$ cat config.mk
export PLATFORM = sky130hd
export DESIGN_NAME = button_conditioner
export DESIGN_NICKNAME = d
export VERILOG_FILES = /design/src/rtl/button_conditioner.sv
export SDC_FILE = /design/constraint.sdc
export NUM_CORES = 1
export LEC_CHECK = 0
export BUFFER_PORTS_ARGS = -buffer_cell sky130_fd_sc_hd__buf_2
export CAP_MARGIN = 10
export CORE_MARGIN = 5
export CORE_UTILIZATION = 35
export DETAILED_ROUTE_END_ITERATION = 10
export PLACE_DENSITY_LB_ADDON = 0.1
export SLEW_MARGIN = 20
export SYNTH_ARGS = -nofsm -noshare
export SYNTH_HDL_FRONTEND = slang
export SYNTH_SLANG_ARGS = --single-unit
$ cat constraint.sdc
create_clock -name clk -period 2.34 [get_ports clk]
set_input_delay 0.117 -clock clk [delete_from_list [all_inputs] [get_ports clk]]
set_output_delay 0.117 -clock clk [all_outputs]
set_load 0.01 [all_outputs]
$ cat src/rtl/button_conditioner.sv
// Synchronises and debounces the pause/run and reset buttons, emitting press strobes and the run level.
// Optional long-press clear on the pause/run button: define BUTTON_CONDITIONER_LONG_PRESS_EN.
module button_conditioner #(
   parameter int DEBOUNCE_CYCLES = 1_000_000,
   parameter int CNT_W           = 20,
   parameter int LONG_CYCLES     = 100_000_000,
   parameter int LONG_W          = 27
) (
   input  logic clk,
   input  logic reset_n,
   input  logic btn_p,
   input  logic btn_r,
   output logic p_level,
   output logic r_level,
   output logic p_pulse,
   output logic clear,
   output logic run
);

   localparam logic [CNT_W-1:0] CNT_MAX = CNT_W'(DEBOUNCE_CYCLES - 1);

   // Channel index 0 is the pause/run button, index 1 the reset button.
   logic [1:0]       raw;
   logic [1:0]       s1;
   logic [1:0]       s2;
   logic [1:0]       stable;
   logic [1:0]       rise;
   logic [CNT_W-1:0] cnt [2];
   logic             long_hit;

   assign raw     = {btn_r, btn_p};
   assign p_level = stable[0];
   assign r_level = stable[1];

   always_comb begin
      rise = '0;
      for (int i = 0; i < 2; i++) begin
         rise[i] = s2[i] & ~stable[i] & (cnt[i] == CNT_MAX);
      end
   end

   always_ff @(posedge clk) begin
      if (!reset_n) begin
         s1     <= '0;
         s2     <= '0;
         stable <= '0;
         cnt[0] <= '0;
         cnt[1] <= '0;
      end else begin
         s1 <= raw;
         s2 <= s1;
         for (int i = 0; i < 2; i++) begin
            if (s2[i] == stable[i]) begin
               cnt[i] <= '0;
            end else if (cnt[i] == CNT_MAX) begin
               stable[i] <= s2[i];
               cnt[i]    <= '0;
            end else begin
               cnt[i] <= cnt[i] + 1'b1;
            end
         end
      end
   end

`ifdef BUTTON_CONDITIONER_LONG_PRESS_EN
   localparam logic [LONG_W-1:0] HOLD_MAX = LONG_W'(LONG_CYCLES);
   localparam logic [LONG_W-1:0] HOLD_HIT = LONG_W'(LONG_CYCLES - 1);

   logic [LONG_W-1:0] hold;

   // Saturates at HOLD_MAX so a single held press clears only once.
   always_ff @(posedge clk) begin
      if (!reset_n || !stable[0]) begin
         hold <= '0;
      end else if (hold != HOLD_MAX) begin
         hold <= hold + 1'b1;
      end
   end

   assign long_hit = stable[0] & (hold == HOLD_HIT);
`else
   logic [LONG_W-1:0] unused_long_cfg;

   assign unused_long_cfg = LONG_W'(LONG_CYCLES);
   assign long_hit        = 1'b0;
`endif

   always_ff @(posedge clk) begin
      if (!reset_n) begin
         p_pulse <= 1'b0;
         clear   <= 1'b0;
         run     <= 1'b0;
      end else begin
         p_pulse <= rise[0];
         clear   <= rise[1] | long_hit;
         if (clear) begin
            run <= 1'b0;
         end else if (p_pulse) begin
            run <= ~run;
         end
      end
   end

endmodule

==> results_dict.tcl <==
set metrics [dict create \
    finalSetupTns_ps 0 \
    cts_buffers 5 \
    cts.sinks 49 \
    vdd_drop_max_v 0.000190 \
    h-tree-depth 2 \
    reg2regPathDepth 4 \
    p_leak_nw 1.00 \
    async_flop_share_pct 0 \
    finalHoldViolCount 0 \
    critPathCaptureType "flop" \
    grtUsageTotal_pct 11.1 \
    min_period_over_period_pct 85.3 \
    status "completed" \
    drc 0 \
    grt_max_degree 21 \
    power_mw 1.59 \
    synth_top_area_share_pct 47.2 \
    ys_seq_area_share_pct 54.2 \
    hold_buffers 0 \
    fmax_ghz 0.501 \
    finalClockSkew_ps 5.47 \
    synth_top_flop_cell "edfxtp_1" \
    die_y_um 95.3 \
    yosysUniqueCellTypes 32 \
    finalInstanceArea_mm2 0.00293 \
    cts_setup_buffers 0 \
    avgSynthCellArea_um2 10.4 \
    yosysWarningCount 0 \
    maxSlewViolCount 0 \
    wl_um 4680 \
    hold_end "s1[1]$_SDFF_PN0_" \
    yosysTopAreaCell "edfxtp_1" \
    dieArea_mm2 0.00908 \
    cts_buffer_depth 2 \
    antenna_found_initial 0 \
    syn2layout_area_growth_pct 15.0 \
    io_buffers 8 \
    core_area_mm2 0.00718 \
    rsz0062_at_grt "false" \
    cts_tree "built" \
    critical_path_class "flop to flop" \
    worstHoldStart "btn_r" \
    dr.pass1.iters 4 \
    post_drt_wl_per_cell_um 11.9 \
    grt_pass1_wl_um 7790 \
    drt_iter0_markers 123 \
    insertedDiodeCount 0 \
    dpl.hpwl_um 3320 \
    clkTransAtPathRegs_ps 90 \
    routabilityCongestion 0.750 \
    hp-class "primary input to flop" \
    grt_pass1_vias 1685 \
    pin_count 9 \
    setup_viol 0 \
    nNetsFinal 301 \
    hold_depth 2 \
    reg2reg_to "cnt[1][18]$_SDFFCE_PN0P_" \
    netlist_area_mm2 0.00255 \
    die_x_um 95.3 \
    reg2reg_from "cnt[1][8]$_SDFFCE_PN0P_" \
    place_area_mm2 0.00284 \
    start_util_pct 35.5 \
    clk_latency_ps 300 \
    power_density_mw_per_mm2 544 \
    drv_cap 0 \
    clockRootBuffer "clkbuf_8" \
    cp_max_fo 8 \
    final_cell_mix "40 x edfxtp_1, 40 x conb_1, 29 x nor2_1" \
    reg2reg_slack_ps 340 \
    vias 1860 \
    period_needed_ps 2000 \
    synthTopCellsByArea "edfxtp_1 47%, dfxtp_1 7.1%, xor2_1 5.5%, nor2_1 4.3%, nand3_1 2.9%" \
    required_ps 2500 \
    rows 31 \
    layout-drive-gt1-share_pct 6.12 \
    ant_nets 0 \
    vias_per_cell 4.73 \
    worst_ep_arrival_time_ps 2150 \
    synthCells 246 \
    ys_seq_elements 49 \
    synth_edf_count 40 \
    ctsResizeCount 0 \
    worst_setup_path_start_kind "flop" \
    gr-total-overflow 0 \
]
[power breakdown]
part	internal (mW)	leakage, nW	total [mW]	switching (mW)
clock network	0.242	0.0455	0.515	0.273
logic	0.0279	0.470	0.0708	0.0428
registers	0.974	0.486	1.01	0.0331
[cells in the mapped netlist, types with 8 or more instances]
cell and count:
a21oi_1 13, o21ai_0 10, and2_1 9, nand2_1 18, xnor2_1 8, nand4_1 12, dfxtp_1 9, clkbuf_1 8
nor2_1 29, xor2_1 16, nand3_1 15, edfxtp_1 40
[logic make-up (layout without fill, tap and decap cells)]
group,Yosys count,count (layout),synth area share (%)
AO/OA/AOI/OAI,32,32,7.32
XOR/XNOR,24,24,8.25
buffers and inverters,16,25,2.46
other,1,40,0.147
adder cells (fa/ha/maj),4,4,1.96
AND/OR/NAND/NOR,120,120,25.6
flip-flops,49,49,54.2
[metal layers]
metal | global-route usage (%) | up-vias | routed length, um | share of wire, %
met4 | 5.17 | 0 | 86 | 1.8
met1 | 15.2 | 860 | 2470 | 53
li1 | - | 968 | - | -
met2 | 16.0 | 23 | 1930 | 41
met5 | 0 | - | 0 | 0
met3 | 3.08 | 9 | 190 | 4.1
[worst max-delay path, cell delays in order (launching register included)]
cell and delay, ps:
edfxtp_1 470, nand4_1 150, or4_1 660, or4_1 440, a21oi_1 150
[cell type report]
class                   instances  area (um^2)
flip-flops and latches         49         1380
repair buffers                 11         62.6
clock buffers                   8         90.1
inverters                       6         22.5
multi-input cells             220         1250
fillers                       726         4250
well taps                      99          124
[worst max path at each step]
stage	startpoint	end
6_report	cnt[1][8]$_SDFFCE_PN0P_	cnt[1][18]$_SDFFCE_PN0P_
5_1_grt	cnt[1][7]$_SDFFCE_PN0P_	cnt[1][18]$_SDFFCE_PN0P_
3_5_place_dp	cnt[1][8]$_SDFFCE_PN0P_	cnt[1][18]$_SDFFCE_PN0P_
4_1_cts	cnt[1][8]$_SDFFCE_PN0P_	cnt[1][18]$_SDFFCE_PN0P_
3_3_place_gp	cnt[1][7]$_SDFFCE_PN0P_	cnt[1][18]$_SDFFCE_PN0P_
2_1_floorplan	cnt[1][7]$_SDFFCE_PN0P_	cnt[1][18]$_SDFFCE_PN0P_
[stage by stage]
step,util [%],std cells,hold slack (ps),worst slack [ps]
floorplan,-,285,244,488
global placement,39.6,385,327,415
detailed placement,39.6,385,326,363
CTS,40.8,393,12.1,329
global route,40.8,393,9.03,222
finish,40.8,393,20.0,344
[sequential cells by signal, summed over array words and instances (netlist names)]
| signal | count |
|---|---|
| clear | 1 |
| cnt | 40 |
| p_pulse | 1 |
| run | 1 |
| s1 | 2 |
| s2 | 2 |
| stable | 2 |
(Power assumes the default switching activity.)
